<file path="src/rtl/imem_loader_pkg.sv">
// Shared types and constants for the boot-time instruction memory loader.
package imem_loader_pkg;

  localparam int BYTES_PER_WORD = 4;
  localparam int LEN_BITS       = 16;

  typedef enum logic [2:0] {
    LEN_LO,
    LEN_HI,
    WORD,
    CHECK,
    RUN,
    ERROR
  } state_e;

  typedef enum logic [1:0] {
    ERR_NONE    = 2'd0,
    ERR_LEN     = 2'd1,
    ERR_CKSUM   = 2'd2,
    ERR_TIMEOUT = 2'd3
  } err_code_e;

endpackage

</file>
<file path="src/rtl/imem_loader_timeout.sv">
// Inter-byte idle counter; expired flags the cycle in which the count steps
// onto TIMEOUT_CYCLES-1, so the caller can act on the same clock edge.
module loader_timeout #(
  parameter int TIMEOUT_CYCLES = 1000000
) (
  input  logic clk,
  input  logic rstn,
  input  logic clr,
  input  logic en,
  output logic expired
);

  localparam int CW = (TIMEOUT_CYCLES > 2) ? $clog2(TIMEOUT_CYCLES) : 1;

  logic [CW-1:0] cnt_q, cnt_d;

  always_comb begin
    cnt_d = cnt_q;
    if (clr) begin
      cnt_d = '0;
    end else if (en) begin
      cnt_d = cnt_q + CW'(1);
    end
  end

  always_ff @(posedge clk or negedge rstn) begin
    if (!rstn) begin
      cnt_q <= '0;
    end else begin
      cnt_q <= cnt_d;
    end
  end

  assign expired = en && (cnt_q == CW'(TIMEOUT_CYCLES - 2));

endmodule

</file>
<file path="src/rtl/imem_loader.sv">
// Boot loader: parses a length/words/checksum byte stream into instruction
// memory and holds the core in reset until a valid image is present.
module imem_loader
  import imem_loader_pkg::*;
#(
  parameter int NUM_INST       = 128,
  parameter int TIMEOUT_CYCLES = 1000000,
  parameter int IADDR_BITS     = $clog2(NUM_INST)
) (
  input  logic                  clk,
  input  logic                  rstn,
  input  logic                  rx_valid,
  input  logic [7:0]            rx_data,
  output logic                  rx_ready,
  input  logic                  load_req,
  output logic                  imem_we,
  output logic [IADDR_BITS-1:0] imem_addr,
  output logic [31:0]           imem_wdata,
  output logic                  core_rstn,
  output logic                  busy,
  output logic                  done,
  output logic                  err,
  output logic [1:0]            err_code
);

  state_e                state_q, state_d;
  err_code_e             err_code_q, err_code_d;
  logic [LEN_BITS-1:0]   len_q, len_d;
  logic [IADDR_BITS-1:0] addr_q, addr_d;
  logic [1:0]            idx_q, idx_d;
  logic [31:0]           word_q, word_d;
  logic [7:0]            cksum_q, cksum_d;
  logic                  we_q, we_d;
  logic [IADDR_BITS-1:0] waddr_q, waddr_d;
  logic [31:0]           wdata_q, wdata_d;

  logic                accept;
  logic                expired;
  logic                timer_en;
  logic [LEN_BITS-1:0] len_full;
  logic                len_bad;
  logic                last_byte;
  logic                last_word;
  logic                cksum_ok;

  assign accept    = rx_valid && rx_ready;
  assign timer_en  = (state_q == LEN_HI) || (state_q == WORD) || (state_q == CHECK);
  assign len_full  = {rx_data, len_q[7:0]};
  assign len_bad   = (len_full == '0) || (len_full > LEN_BITS'(NUM_INST));
  assign last_byte = (idx_q == 2'(BYTES_PER_WORD - 1));
  assign last_word = (LEN_BITS'(addr_q) == (len_q - LEN_BITS'(1)));
  assign cksum_ok  = (rx_data == cksum_q);

  loader_timeout #(
    .TIMEOUT_CYCLES(TIMEOUT_CYCLES)
  ) u_timeout (
    .clk    (clk),
    .rstn   (rstn),
    .clr    (accept || !timer_en),
    .en     (timer_en),
    .expired(expired)
  );

  always_ff @(posedge clk or negedge rstn) begin
    if (!rstn) begin
      state_q <= LEN_LO;
    end else begin
      state_q <= state_d;
    end
  end

  // An accepted byte always takes priority over a simultaneous timer expiry.
  always_comb begin
    state_d = state_q;
    case (state_q)
      LEN_LO: begin
        if (accept) state_d = LEN_HI;
      end
      LEN_HI: begin
        if (accept)       state_d = len_bad ? ERROR : WORD;
        else if (expired) state_d = ERROR;
      end
      WORD: begin
        if (accept) begin
          if (last_byte && last_word) state_d = CHECK;
        end else if (expired) begin
          state_d = ERROR;
        end
      end
      CHECK: begin
        if (accept)       state_d = cksum_ok ? RUN : ERROR;
        else if (expired) state_d = ERROR;
      end
      RUN, ERROR: begin
        if (load_req) state_d = LEN_LO;
      end
      default: state_d = LEN_LO;
    endcase
  end

  always_comb begin
    rx_ready  = 1'b0;
    busy      = 1'b0;
    done      = 1'b0;
    err       = 1'b0;
    core_rstn = 1'b0;
    case (state_q)
      LEN_LO, LEN_HI, WORD, CHECK: begin
        rx_ready = 1'b1;
        busy     = 1'b1;
      end
      RUN: begin
        done      = 1'b1;
        core_rstn = 1'b1;
      end
      ERROR:   err = 1'b1;
      default: ;
    endcase
  end

  always_comb begin
    len_d      = len_q;
    addr_d     = addr_q;
    idx_d      = idx_q;
    word_d     = word_q;
    cksum_d    = cksum_q;
    we_d       = 1'b0;
    waddr_d    = waddr_q;
    wdata_d    = wdata_q;
    err_code_d = err_code_q;

    if (accept) begin
      case (state_q)
        LEN_LO: len_d = {8'h00, rx_data};
        LEN_HI: begin
          len_d   = len_full;
          addr_d  = '0;
          idx_d   = '0;
          cksum_d = '0;
          if (len_bad) err_code_d = ERR_LEN;
        end
        WORD: begin
          word_d[{idx_q, 3'b000} +: 8] = rx_data;
          cksum_d = cksum_q ^ rx_data;
          idx_d   = idx_q + 2'd1;
          if (last_byte) begin
            we_d    = 1'b1;
            waddr_d = addr_q;
            wdata_d = word_d;
            addr_d  = addr_q + IADDR_BITS'(1);
          end
        end
        CHECK: begin
          if (!cksum_ok) err_code_d = ERR_CKSUM;
        end
        default: ;
      endcase
    end else if (expired) begin
      err_code_d = ERR_TIMEOUT;
    end

    if (((state_q == RUN) || (state_q == ERROR)) && load_req) begin
      err_code_d = ERR_NONE;
    end
  end

  always_ff @(posedge clk or negedge rstn) begin
    if (!rstn) begin
      len_q      <= '0;
      addr_q     <= '0;
      idx_q      <= '0;
      word_q     <= '0;
      cksum_q    <= '0;
      we_q       <= 1'b0;
      waddr_q    <= '0;
      wdata_q    <= '0;
      err_code_q <= ERR_NONE;
    end else begin
      len_q      <= len_d;
      addr_q     <= addr_d;
      idx_q      <= idx_d;
      word_q     <= word_d;
      cksum_q    <= cksum_d;
      we_q       <= we_d;
      waddr_q    <= waddr_d;
      wdata_q    <= wdata_d;
      err_code_q <= err_code_d;
    end
  end

  assign imem_we    = we_q;
  assign imem_addr  = waddr_q;
  assign imem_wdata = wdata_q;
  assign err_code   = err_code_q;

endmodule
</file>
<file path="config.mk">
export PLATFORM = sky130hd
export DESIGN_NAME = imem_loader
export DESIGN_NICKNAME = d
export VERILOG_FILES = /design/src/rtl/imem_loader_pkg.sv /design/src/rtl/imem_loader_timeout.sv /design/src/rtl/imem_loader.sv
export SDC_FILE = /design/constraint.sdc
export NUM_CORES = 1
export LEC_CHECK = 0
export ABC_CLOCK_PERIOD_IN_PS = 2750
export CORE_ASPECT_RATIO = 0.8
export CORE_MARGIN = 4
export CORE_UTILIZATION = 56
export DETAILED_ROUTE_END_ITERATION = 12
export DONT_BUFFER_PORTS = 1
export MAX_ROUTING_LAYER = met4
export PLACE_DENSITY = 0.71
export SETUP_SLACK_MARGIN = 0.3
export SLEW_MARGIN = 25
export SYNTH_ARGS = -nofsm -noshare
export SYNTH_HDL_FRONTEND = slang
export SYNTH_SLANG_ARGS = --single-unit
</file>
<file path="constraint.sdc">
create_clock -name clk -period 2.75 [get_ports clk]
set_input_delay 0.275 -clock clk [delete_from_list [all_inputs] [get_ports clk]]
set_output_delay 0.275 -clock clk [all_outputs]
set_load 0.005 [all_outputs]
</file>
-- Word-level counts from Yosys, hierarchy flattened
Index checks and enable logic that the tools add are counted.
- bitwise gates (word level): 2
- equal/unequal tests: 16
- $add $sub $neg: 5
- shifts and indexed selects: 2
- multiplexer cells: 30
- magnitude comparators: 1
- reduce and logical (&&, ||, !) cells: 26
- operator list (cell ; number):
    20-bit 2-to-1 mux ; 2
    32-bit bitwise mux ; 1
    16-bit case mux with 2 select lines ; 1
    8-bit by 7-bit variable shift with 32-bit output, first input constant ; 1
    8-bit by 7-bit variable part select with 32-bit output ; 1
    3-bit 2-to-1 mux ; 8
    20-bit by 1-bit adder with 20-bit output, second input constant ; 1
    20-bit equality test, second input constant ; 1
    7-bit by 16-bit equality test with 1-bit output ; 1
    16-bit by 8-bit greater-than comparator with 1-bit output, second input constant ; 1
    16-bit logical NOT ; 1
    8-bit case mux with 2 select lines ; 1
    16-bit by 1-bit subtractor with 16-bit output, second input constant ; 1
    3-bit case mux with 5 select lines ; 1
    7-bit case mux with 2 select lines ; 1
    3-bit AND reduction ; 4
    2-bit 2-to-1 mux ; 5
    8-bit equality test ; 1
    4-bit by 3-bit inequality test with 1-bit output, second input constant ; 2
    2-bit case mux with 2 select lines ; 2
    8-bit XOR ; 1
    7-bit by 1-bit adder with 7-bit output, second input constant ; 1
    1-bit 2-to-1 mux ; 7
    7-bit 2-to-1 mux ; 1
    20 further kinds ; 35
- register bits: 130
- logic and storage cells: 94
- output and inout bits: 47
- bits of input ports: 12

-- Longest topological paths before layout
Gate-level depths: netlist of the first run.
- depth in word-level cells: 7
- depth in mapped cells: 8
- depth with buffers taken out: 8

-- Modules after synthesis
Synthesis of the first run repeated with hierarchy kept, for this count alone.
- cells, all modules: 618
- area, all modules: 6277.3 µm²
- by module, submodules not included (module ; cells an instance ; times used ; area each (µm²)):
    imem_loader ; 502 ; 1 ; 5187.5
    loader_timeout ; 116 ; 1 ; 1089.8

-- Least setup slack after synthesis of the first run
No wires, ideal clock.
- path kind: register to register
- start point: register idx_q[0]
- end point: register word_q[8]
- data arrival time: 2.054 ns
- path slack: 0.630 ns
- data required time: 2.684 ns
- cell stages (with the launch flop): 8
- path buffers: 1
- setup time: 0.066 ns
- path through: dfrtp_1 -> inv_1 -> ha_1 -> nand2_1 -> nor3_1 -> and2_1 -> clkbuf_1 -> a22o_1
- cells in the longest elaborated chain, start to end: 3
- RTL lines (element ; RTL line ; source):
    start: declaration ; imem_loader.sv:30 ; logic [1:0] idx_q, idx_d;
    start signal: assignment ; imem_loader.sv:181 ; idx_q <= idx_d;
    5-bit negation with 7-bit output * ; imem_loader.sv:143 ; word_d[{idx_q, 3'b000} +: 8] = rx_data;
    8-bit by 7-bit variable part select with 32-bit output or 8-bit by 7-bit variable shift with 32-bit output (tied branches) ; imem_loader.sv:143 ;
    32-bit bitwise mux * ; imem_loader.sv:143 ;
    end signal: assignment ; imem_loader.sv:182 ; word_q <= word_d;
    end: declaration ; imem_loader.sv:31 ; logic [31:0] word_q, word_d;
Mark *: on every way between the ends. The rest lies on a longest branch, timed or not.
A chain may end at the register's enable or synchronous reset.

-- Final worst setup path of the first run
- start point: register len_q[2]
- end point: register state_q[0]
- cells in the longest elaborated chain, start to end: 5
- RTL lines (element ; RTL line ; source):
    start: declaration ; imem_loader.sv:28 ; logic [LEN_BITS-1:0] len_q, len_d;
    start signal: assignment ; imem_loader.sv:179 ; len_q <= len_d;
    16-bit by 1-bit subtractor with 16-bit output, or another cell as far along ; imem_loader.sv:51 ; assign last_word = (LEN_BITS'(addr_q) == (len_q - LEN_BITS'(1)));
    7-bit by 16-bit equality test with 1-bit output or 1-bit logical OR (tied branches) ; imem_loader.sv:51, imem_loader.sv:49 ;
    1-bit logical AND or 3-bit 2-to-1 mux (tied branches) ; imem_loader.sv:85, imem_loader.sv:80 ;
    3-bit by 2-bit inequality test with 1-bit output (no source line) or 3-bit 2-to-1 mux (tied branches) ; -- ;
    3-bit AND reduction (no source line) or 3-bit case mux with 5 select lines (tied branches) ; -- ;
    end signal: assignment ; imem_loader.sv:68 ; state_q <= state_d;
    end: declaration ; imem_loader.sv:26 ; state_e state_q, state_d;
Parallel ways exist; a longest one is shown, timed or not.

==> run_results.csv, run 1 <==
group,metric,value,unit
power_and_ir_drop,pwr-share-seq,42.6,%
place,io_buffers,0,
cells_and_area,multiInputGateArea,0.00272,mm²
setup_path,arrival,2570,ps
synthesis,ys_seq_area_share,52.9,%
route,wirelength,15.3,mm
cells_and_area,diodes,0,
cells_and_area,area_growth_syn_to_layout,15.0,%
clocking,h-tree-depth,4,
route,avgRoutedWirePerCell,19.3,µm
clocking,cts_root_buffer,"clkbuf_16",
flow_run,maxCapViolCount,0,
timing,finClkSkew,7.24,ps
timing,tightest_slew,791,ps
synthesis,synthCells,626,
run_status,violations,"negative hold slack",
synthesis,async_reset_ff_share,100,%
global_routing,grt_pass1_vias,4751,
power_and_ir_drop,power.share.clock,41.4,%
cells_and_area,fill_cells,841,
setup_path,worst_setup_path_end_kind,"flop",
route,ant_nets,0,
global_routing,grt_pass1_wl,24.8,mm
timing,slew_headroom,47.0,%
synthesis,ys_ff_latch,130,
timing,hold_ws,-459,ps
setup_path,critPathKind,"reg2reg",
clocking,clkSinkCount,130,
power_and_ir_drop,p_leak,3.17,nW
floorplanning,floorplan.initialDensity,58.6,%
synthesis,syn_avg_cell_area,9.82,µm²
global_routing,antenna_found_initial,0,
timing,finalSetupViolCount,0,
floorplanning,dieHeight,102,µm
clocking,clk_pin_slew,60,ps
clocking,cts_buffers,17,
setup_path,path_max_fanout,8,
timing,fmax,445,MHz
min_path,min_path_type,"in2async",
power_and_ir_drop,p_int,0.00381,W
timing,rsz0062_at_grt,"no",
cells_and_area,nNetsFinal,662,
place,gp_congestion,0.845,
setup_path,required,3080,ps
place,pre_cts_ws,266,ps
synthesis,synth_area,0.00615,mm²
power_and_ir_drop,ir_drop,462,µV
timing,final-max-slew-violation-count,0,
synthesis,synth-edff-count,0,
setup_path,critPathLaunchType,"flop",
route,drt_pass1_iterations,5,
route,vias,4926,
floorplanning,io_pins,59,
synthesis,ys_warn_count,0,
timing,finalHoldViolations,130,
synthesis,syn_nets,648,
clocking,ctsLongestPathBuffers,2,
global_routing,grtUsageTotal,25.8,%
synthesis,ys_types,55,
timing,period_share,81.8,%
power_and_ir_drop,p_comb_share,16.0,%
power_and_ir_drop,swShare,30.9,%
timing,finalSetupTns,0,ps
global_routing,grt-ovfl-total,0,
floorplanning,die_x,125,µm
clocking,cts_tree,"yes",
synthesis,synth-main-ff-cell,"dfrtp_1",
power_and_ir_drop,p_sw,0.00170,W
power_and_ir_drop,power_density,779,mW/mm²
clocking,clock_latency,420,ps
place,hpwl,9.16,mm
timing,post-route-min-period,2250,ps
global_routing,grt_max_degree,131,
route,drcViolationCount,0,
cells_and_area,drive_gt1_share,10.1,%
run_status,status,"finished with violations",
cells_and_area,seq_area,0.00325,mm²
route,first_iter_violations,437,
route,routed_via_density,6.21,
timing,fin_ws,502,ps
floorplanning,rows,33,
floorplanning,core,0.0105,mm²
floorplanning,dieArea,0.0127,mm²
==> final timing paths <==
path / startpoint / to / slack (ps) / cells past startpoint
max: len_q[2]$_DFFE_PN0P_ / state_q[0]$_DFFE_PN0P_ / 500 / 6
min: rstn / imem_wdata[20]$_DFFE_PN0P_ / -460 / 0
max reg2reg: len_q[2]$_DFFE_PN0P_ / state_q[0]$_DFFE_PN0P_ / 500 / 6
min reg2reg: len_q[15]$_DFFE_PN0P_ / len_q[15]$_DFFE_PN0P_ / 490 / 2
max in group asynchronous: rstn / u_timeout.cnt_q[16]$_DFFE_PN0P_ / 3000 / 0
min in group clk: rx_data[2] / word_q[2]$_DFFE_PN0P_ / 10 / 1
==> metrics by stage <==
step / hold slack [ps] / std cells / util, % / total power, W / instance area (µm²)
after floorplan: -20.6 / 626 / - / 0.00299 / 6150
after global placement: -17.4 / 743 / 59.8 / 0.00313 / 6270
after detailed placement: -17.4 / 743 / 59.8 / 0.00317 / 6270
after CTS: -465 / 785 / 66.5 / 0.00546 / 6970
after global routing: -486 / 793 / 67.4 / 0.00579 / 7070
final: -459 / 793 / 67.4 / 0.00551 / 7070
==> worst max-delay path: stages, from the launching register on <==
cell	delay [ps]
dfrtp_1	500
nor3_4	370
a21boi_0	180
a211o_1	300
a2111oi_2	350
a41oi_1	230
o31ai_2	230
==> timing repair <==
action                                 in CTS  in global routing
endpoints found under the hold margin     168                139
setup endpoints to repair                   3                  6
hold buffers                               10                  7
gates resized for setup                     1                  4
buffers inserted                            0                  1
==> power groups by stage <==
stage | combinational (W) | clock [W] | sequential, W
floorplan | 0.000755 | 0 | 0.00223
global placement | 0.000776 | 0 | 0.00235
detailed placement | 0.000804 | 0 | 0.00236
CTS | 0.000836 | 0.00230 | 0.00233
global route | 0.00100 | 0.00242 | 0.00237
finish | 0.000883 | 0.00228 | 0.00235
==> synth_stat cells, types with 3 or more instances <==
| cell | count | area (µm²) |
|---|---|---|
| a21oi_1 | 12 | 60.1 |
| a221oi_1 | 32 | 280 |
| a22o_1 | 34 | 298 |
| and2_1 | 4 | 25.0 |
| clkbuf_1 | 32 | 120 |
| dfrtp_1 | 130 | 3250 |
| ha_1 | 10 | 125 |
| inv_1 | 13 | 48.8 |
| mux2_2 | 6 | 67.6 |
| nand2_1 | 82 | 308 |
| nand3_1 | 17 | 85.1 |
| nand4_1 | 8 | 50.1 |
| nor2_1 | 100 | 375 |
| nor2b_1 | 3 | 18.8 |
| nor3_1 | 11 | 55.1 |
| nor4_1 | 7 | 43.8 |
| o211ai_1 | 3 | 22.5 |
| o21ai_0 | 37 | 185 |
| or3_1 | 5 | 31.3 |
| xnor2_1 | 13 | 114 |
| xor2_1 | 21 | 184 |
==> kinds of logic after synthesis <==
group                    share of synthesized area [%]
AND/OR/NAND/NOR                                   19.5
flip-flops                                        52.9
AO/OA/AOI/OAI                                     16.3
XOR/XNOR                                          4.84
adder cells (fa/ha/maj)                           2.04
buffers and inverters                             3.36
multiplexers                                      1.10
==> per-layer routing <==
| metal | part of all wire, % | wire, µm | track usage, % |
|---|---|---|---|
| met1 | 45 | 6840 | 35.1 |
| met2 | 44 | 6690 | 36.2 |
| met5 | 0 | 0 | - |
| met3 | 10 | 1610 | 10.5 |
| met4 | 1.1 | 175 | 6.25 |
==> area by class of cell <==
cell class              instances  share of cell area, %
well taps                     140                   2.48
clock buffers                  17                   6.02
multi-input cells             445                   38.4
repair buffers                 30                   3.79
inverters                      16                  0.850
flip-flops and latches        130                   46.0
clock inverters                15                   2.42
==> state kept, by name (all words and copies together) (netlist names) <==
signal           count
word_q              32
imem_we              1
imem_wdata          32
idx_q                2
cksum_q              8
u_timeout.cnt_q     20
imem_addr            7
addr_q               7
state_q              3
err_code             2
len_q               16
==> placed cells by master (no fill, tap or decap), drive strengths merged, types with 3 or more instances in the layout <==
cell | synthesis | layout
nor4b | 4 | 4
nor4 | 8 | 8
xor2 | 21 | 21
buf | 3 | 13
a22o | 34 | 34
o211ai | 3 | 3
clkbuf | 32 | 17
dfrtp | 130 | 130
clkinv | 1 | 6
xnor2 | 13 | 13
inv | 15 | 22
nand3 | 17 | 17
a21oi | 12 | 12
o21ai | 38 | 38
nor2b | 3 | 3
ha | 10 | 10
and2 | 6 | 6
nor3 | 13 | 13
mux2 | 6 | 6
nand2 | 82 | 82
nand4 | 8 | 8
or3 | 5 | 5
dlygate4sd3 | 0 | 17
o31ai | 3 | 3
a221oi | 32 | 32
nor2 | 101 | 101
No activity file was read; power rests on OpenSTA's default activity.
==> run 2, diff against run 1 <==
ABC_CLOCK_PERIOD_IN_PS = 2000   (was 2750)
PLACE_DENSITY = 0.74   (was 0.71)
clock period = 2 ns   (was 2.75 ns; I/O delays follow)
==> run 2 against run 1 <==
Compared with the run above: utilization rose by 12 points; final cell count rose by 6.2%; clock power rose by 47%; highest routed layer unchanged; global-route usage rose by 1.2 points; setup slack got worse by 510 ps; die area did not move; wire length rose by 23%; final area rose by 18%; largest cell class is now multi-input gates; combinational power rose by 130%; total power rose by 55%; the flow finishes with violations (negative hold slack, negative setup slack); via count rose by 11%; sequential power rose by 33%.
==> run_results.csv, run 2 (synthesis results as in run 1) <==
group,metric,value,unit
power_and_ir_drop,ir_drop,896,µV
route,drcViolationCount,0,
flow_run,maxCapViolCount,0,
route,vias,5452,
floorplanning,rows,33,
place,gp_congestion,0.874,
route,routed_via_density,6.48,
clocking,ctsLongestPathBuffers,2,
floorplanning,core,0.0105,mm²
cells_and_area,nNetsFinal,710,
clocking,cts_tree,"yes",
clocking,clock_latency,420,ps
clocking,clkSinkCount,130,
global_routing,antenna_found_initial,1,
global_routing,grt-ovfl-total,0,
clocking,h-tree-depth,4,
floorplanning,die_x,125,µm
timing,post-route-min-period,2010,ps
timing,rsz0062_at_grt,"yes",
timing,finClkSkew,13.2,ps
run_status,status,"finished with violations",
power_and_ir_drop,p_leak,3.72,nW
setup_path,ff2ff_path_depth,6,
setup_path,critPathKind,"reg2reg",
floorplanning,dieHeight,102,µm
global_routing,grtUsageTotal,27.0,%
timing,tightest_slew,939,ps
timing,final-max-slew-violation-count,0,
place,io_buffers,0,
route,wirelength,18.8,mm
floorplanning,dieArea,0.0127,mm²
floorplanning,floorplan.initialDensity,58.6,%
power_and_ir_drop,power_density,1020,mW/mm²
place,hpwl,9.57,mm
global_routing,grt_pass1_vias,5096,
cells_and_area,layout_common_cells,"dfrtp_1, nor2_1, nand2_1",
timing,fin_ws,-12.9,ps
floorplanning,io_pins,59,
clocking,cts_buffers,17,
run_status,violations,"negative hold slack, negative setup slack",
route,first_iter_violations,511,
setup_path,arrival,2340,ps
global_routing,grt_max_degree,131,
timing,hold_ws,-530,ps
setup_path,path_max_fanout,4,
timing,fmax,497,MHz
global_routing,grt_pass1_wl,26.4,mm
timing,finalHoldViolations,130,
cells_and_area,mostFrequentLayoutCell,"dfrtp_1",
timing,finalSetupViolCount,1,
cells_and_area,drive_gt1_share,31.0,%
timing,finalSetupTns,-12.9,ps
setup_path,critPathLaunchType,"flop",
timing,period_share,101,%
clocking,cts_root_buffer,"clkbuf_16",
power_and_ir_drop,power.total,0.00852,W
min_path,min_path_type,"in2async",
timing,slew_headroom,37.2,%
route,avgRoutedWirePerCell,22.4,µm
setup_path,worst_setup_path_end_kind,"flop",
setup_path,required,2330,ps
route,ant_nets,0,
clocking,clk_pin_slew,60,ps
route,drt_pass1_iterations,5,
cells_and_area,area_growth_syn_to_layout,36.0,%
[run 2: cell types whose count changed in the layout (fill, tap and decap cells not counted), sizes merged]
cell,before,now
inv,22,18
clkinv,6,5
bufinv,2,4
dlygate4sd3,17,11
clkinvlp,1,3
buf,13,62
clkbuf,17,23
diode,0,1
[run 2: worst max-delay path, stage by stage (launching register included)]
cell,delay (ps)
dfrtp_1,420
or4_4,570
nor2_4,100
a41oi_2,130
a2111oi_4,350
a41oi_2,160
o31ai_2,190
[run 2: metrics by stage]
| stage | std cells | hold WS [ps] | worst slack (ps) | area [µm²] | util [%] |
|---|---|---|---|---|---|
| after floorplan | 626 | -95.6 | 139 | 6310 | - |
| after global placement | 761 | -92.2 | 67.8 | 6580 | 62.7 |
| after detailed placement | 761 | -92.4 | -49.8 | 6580 | 62.7 |
| after CTS | 813 | -535 | 49.3 | 7460 | 71.2 |
| after global routing | 842 | -551 | -75.6 | 8360 | 79.8 |
| final | 842 | -530 | -12.9 | 8360 | 79.8 |
[run 2: cell type report]
cell class / count / area [µm²]
repair buffers: 78 / 787
clock buffers: 18 / 439
well taps: 140 / 175
clock inverters: 14 / 199
multi-input cells: 445 / 3420
fillers: 611 / 2120
diodes: 1 / 2.50
flip-flops and latches: 130 / 3260
inverters: 16 / 80.1
[run 2: path summary, 6_finish.rpt]
path | startpoint | end | slack, ps
max | len_q[4]$_DFFE_PN0P_ | state_q[0]$_DFFE_PN0P_ | -10
min | rstn | imem_wdata[26]$_DFFE_PN0P_ | -530
max reg2reg | len_q[4]$_DFFE_PN0P_ | state_q[0]$_DFFE_PN0P_ | -10
min reg2reg | len_q[15]$_DFFE_PN0P_ | len_q[15]$_DFFE_PN0P_ | 490
max in group asynchronous | rstn | u_timeout.cnt_q[6]$_DFFE_PN0P_ | 2260
min in group clk | rx_data[7] | imem_wdata[31]$_DFFE_PN0P_ | 10
[run 2: timing repair]
item,CTS,global route
setup buffers,11,18
hold buffers,9,2
gates resized for setup,18,117
pin swaps,6,61
setup endpoints to repair,50,79
endpoints found under the hold margin,217,132
gates cloned,0,8
[run 2: where the power goes]
| part | internal [W] | total [W] | switching [W] | leakage, nW |
|---|---|---|---|---|
| clock network | 0.00214 | 0.00336 | 0.00122 | 0.312 |
| registers | 0.00285 | 0.00312 | 0.000271 | 1.77 |
| logic | 0.000918 | 0.00205 | 0.00113 | 1.63 |
[run 2: metal layers]
metal | part of all wire [%] | wire, µm | track usage, % | vias to the layer above
li1 | - | - | - | 2369
met1 | 41 | 7710 | 36.5 | 2754
met2 | 47 | 8860 | 39.8 | 278
met3 | 9.8 | 1840 | 7.75 | 51
met4 | 2.3 | 437 | 8.50 | 0
met5 | 0 | 0 | - | -
==> run 3, diff against run 2 <==
ABC_CLOCK_PERIOD_IN_PS = unset   (was 2000)
CORE_UTILIZATION = 35   (was 56)
PLACE_DENSITY = unset   (was 0.74)
==> run 3 against run 2 <==
Compared with the run above: the run still ends with negative hold slack, negative setup slack left; critical path depth grew 2; first-iteration DRC count fell by 33%; non-clock buffer count fell by 11; sequential power is 2% higher; utilization shrank 33 points; wire length is 7.1% lower; setup slack got worse by 120 ps; combinational power shrank 8%; clock skew down 1.6 ps.
==> run_results.csv, run 3 (synthesis results as in run 1) <==
group,metric,value,unit
power_and_ir_drop,swShare,32.5,%
global_routing,grtUsageTotal,17.9,%
route,avgRoutedWirePerCell,19.1,µm
setup_path,cp_slowest_cell,"dfrtp_2",
timing,fin_ws,-129,ps
floorplanning,io_pins,59,
floorplanning,dieArea,0.0198,mm²
run_status,status,"finished with violations",
cells_and_area,mostFrequentLayoutCell,"dfrtp_1",
cells_and_area,fill_cells,1530,
power_and_ir_drop,ir_drop,679,µV
route,drt_pass1_iterations,5,
route,routed_via_density,5.62,
clocking,clk_pin_slew,60,ps
timing,period_share,106,%
clocking,cts_root_buffer,"clkbuf_16",
setup_path,required,2330,ps
floorplanning,rows,43,
timing,tightest_slew,764,ps
global_routing,grt_pass1_wl,27.2,mm
cells_and_area,nNetsFinal,699,
power_and_ir_drop,power_density,1000,mW/mm²
setup_path,path_max_fanout,7,
power_and_ir_drop,p_comb_share,23.5,%
clocking,ctsLongestPathBuffers,2,
setup_path,arrival,2460,ps
floorplanning,floorplan.initialDensity,35.6,%
clocking,clock_latency,420,ps
clocking,cts_buffers,17,
route,ant_nets,0,
timing,slew_headroom,48.9,%
cells_and_area,seq_area,0.00326,mm²
timing,finalHoldViolations,131,
setup_path,path_cells,"buf_4, nor3_4, buf_4, and3_1, o21ai_0, a2111oi_4, a41oi_2, o31ai_2",
floorplanning,die_x,156,µm
timing,hold_ws,-526,ps
global_routing,grt_max_degree,131,
timing,finalSetupTns,-154,ps
place,gp_congestion,0.891,
power_and_ir_drop,power.share.clock,37.1,%
cells_and_area,diodes,0,
timing,final-max-slew-violation-count,0,
timing,fmax,470,MHz
route,vias,5139,
flow_run,maxCapViolCount,0,
cells_and_area,multiInputGateArea,0.00322,mm²
timing,finalSetupViolCount,3,
setup_path,critPathKind,"reg2reg",
power_and_ir_drop,pwr-share-seq,39.4,%
setup_path,cpMostUsedCell,"buf_4",
setup_path,crit_buf_inv,2,
setup_path,critical_path.max_stage_delay,420,ps
place,io_buffers,0,
floorplanning,core,0.0173,mm²
clocking,clkSinkCount,130,
clocking,h-tree-depth,4,
route,first_iter_violations,340,
cells_and_area,drive_gt1_share,28.1,%
min_path,min_path_type,"in2async",
place,hpwl,10.4,mm
cells_and_area,area_growth_syn_to_layout,30.5,%
timing,finClkSkew,11.7,ps
global_routing,antenna_found_initial,0,
route,drcViolationCount,0,
power_and_ir_drop,p_leak,3.56,nW
route,wirelength,17.5,mm
power_and_ir_drop,p_int,0.00544,W
clocking,cts_tree,"yes",
floorplanning,dieHeight,127,µm
clocking,ctsHoldBuffers,10,
timing,post-route-min-period,2130,ps
run_status,violations,"negative hold slack, negative setup slack",
timing,rsz0062_at_grt,"yes",
global_routing,grt-ovfl-total,0,
cells_and_area,fin_util,46.5,%
setup_path,cpLargestDelayFamily,"compound AO/OA/AOI/OAI gates",
setup_path,worst_setup_path_end_kind,"flop",
cells_and_area,layout_common_cells,"dfrtp_1, nor2_1, nand2_1",
place,pre_cts_ws,-40.5,ps
power_and_ir_drop,power.total,0.00806,W
power_and_ir_drop,p_sw,0.00262,W
setup_path,critPathLaunchType,"flop",
global_routing,grt_pass1_vias,5132,
[run 3: stage by stage]
stage	cell area, µm²	std cells
final	8020	915
after global routing	8020	915
after CTS	7580	898
after detailed placement	6630	842
after global placement	6630	842
after floorplan	6310	626
[run 3: per-layer routing]
metal | vias to the layer above | share of wire [%] | track usage (%)
met2 | 146 | 47 | 26.5
met5 | - | 0 | -
met3 | 30 | 6.3 | 5.29
met4 | 0 | 1.9 | 5.87
met1 | 2630 | 45 | 23.8
li1 | 2333 | - | -
[run 3: timing repair]
item,in CTS,in global routing
setup endpoints to repair,80,96
gates resized for setup,38,72
cloned,0,2
buffers inserted,14,15
hold endpoints to repair,220,130
pin swaps,12,13
[run 3: cell type report]
cell class | instances | area share, %
sequential | 130 | 40.7
multi-input combinational | 445 | 40.2
timing repair buffer | 67 | 7.69
clock buffer | 19 | 5.40
tap | 225 | 3.51
clock inverter | 13 | 1.59
inverter | 16 | 0.982
[run 3: final timing paths]
| check | start | depth (start not counted) | slack, ps | endpoint |
|---|---|---|---|---|
| min in group clk | rx_data[4] | 3 | -10 | cksum_q[4]$_DFFE_PN0P_ |
| setup / recovery | len_q[0]$_DFFE_PN0P_ | 8 | -130 | state_q[0]$_DFFE_PN0P_ |
| hold reg to reg | cksum_q[4]$_DFFE_PN0P_ | 1 | 500 | cksum_q[4]$_DFFE_PN0P_ |
| max in group asynchronous | rstn | 0 | 2350 | u_timeout.cnt_q[6]$_DFFE_PN0P_ |
| hold / removal | rstn | 0 | -530 | imem_we$_DFF_PN0_ |
| setup reg to reg | len_q[0]$_DFFE_PN0P_ | 8 | -130 | state_q[0]$_DFFE_PN0P_ |
[run 3: power groups by stage]
stage | Clock (W) | Combinational, W | Sequential [W]
floorplan | 0 | 0.00112 | 0.00309
global placement | 0 | 0.00138 | 0.00318
detailed placement | 0 | 0.00144 | 0.00319
CTS | 0.00303 | 0.00164 | 0.00316
global route | 0.00316 | 0.00206 | 0.00319
finish | 0.00299 | 0.00189 | 0.00317
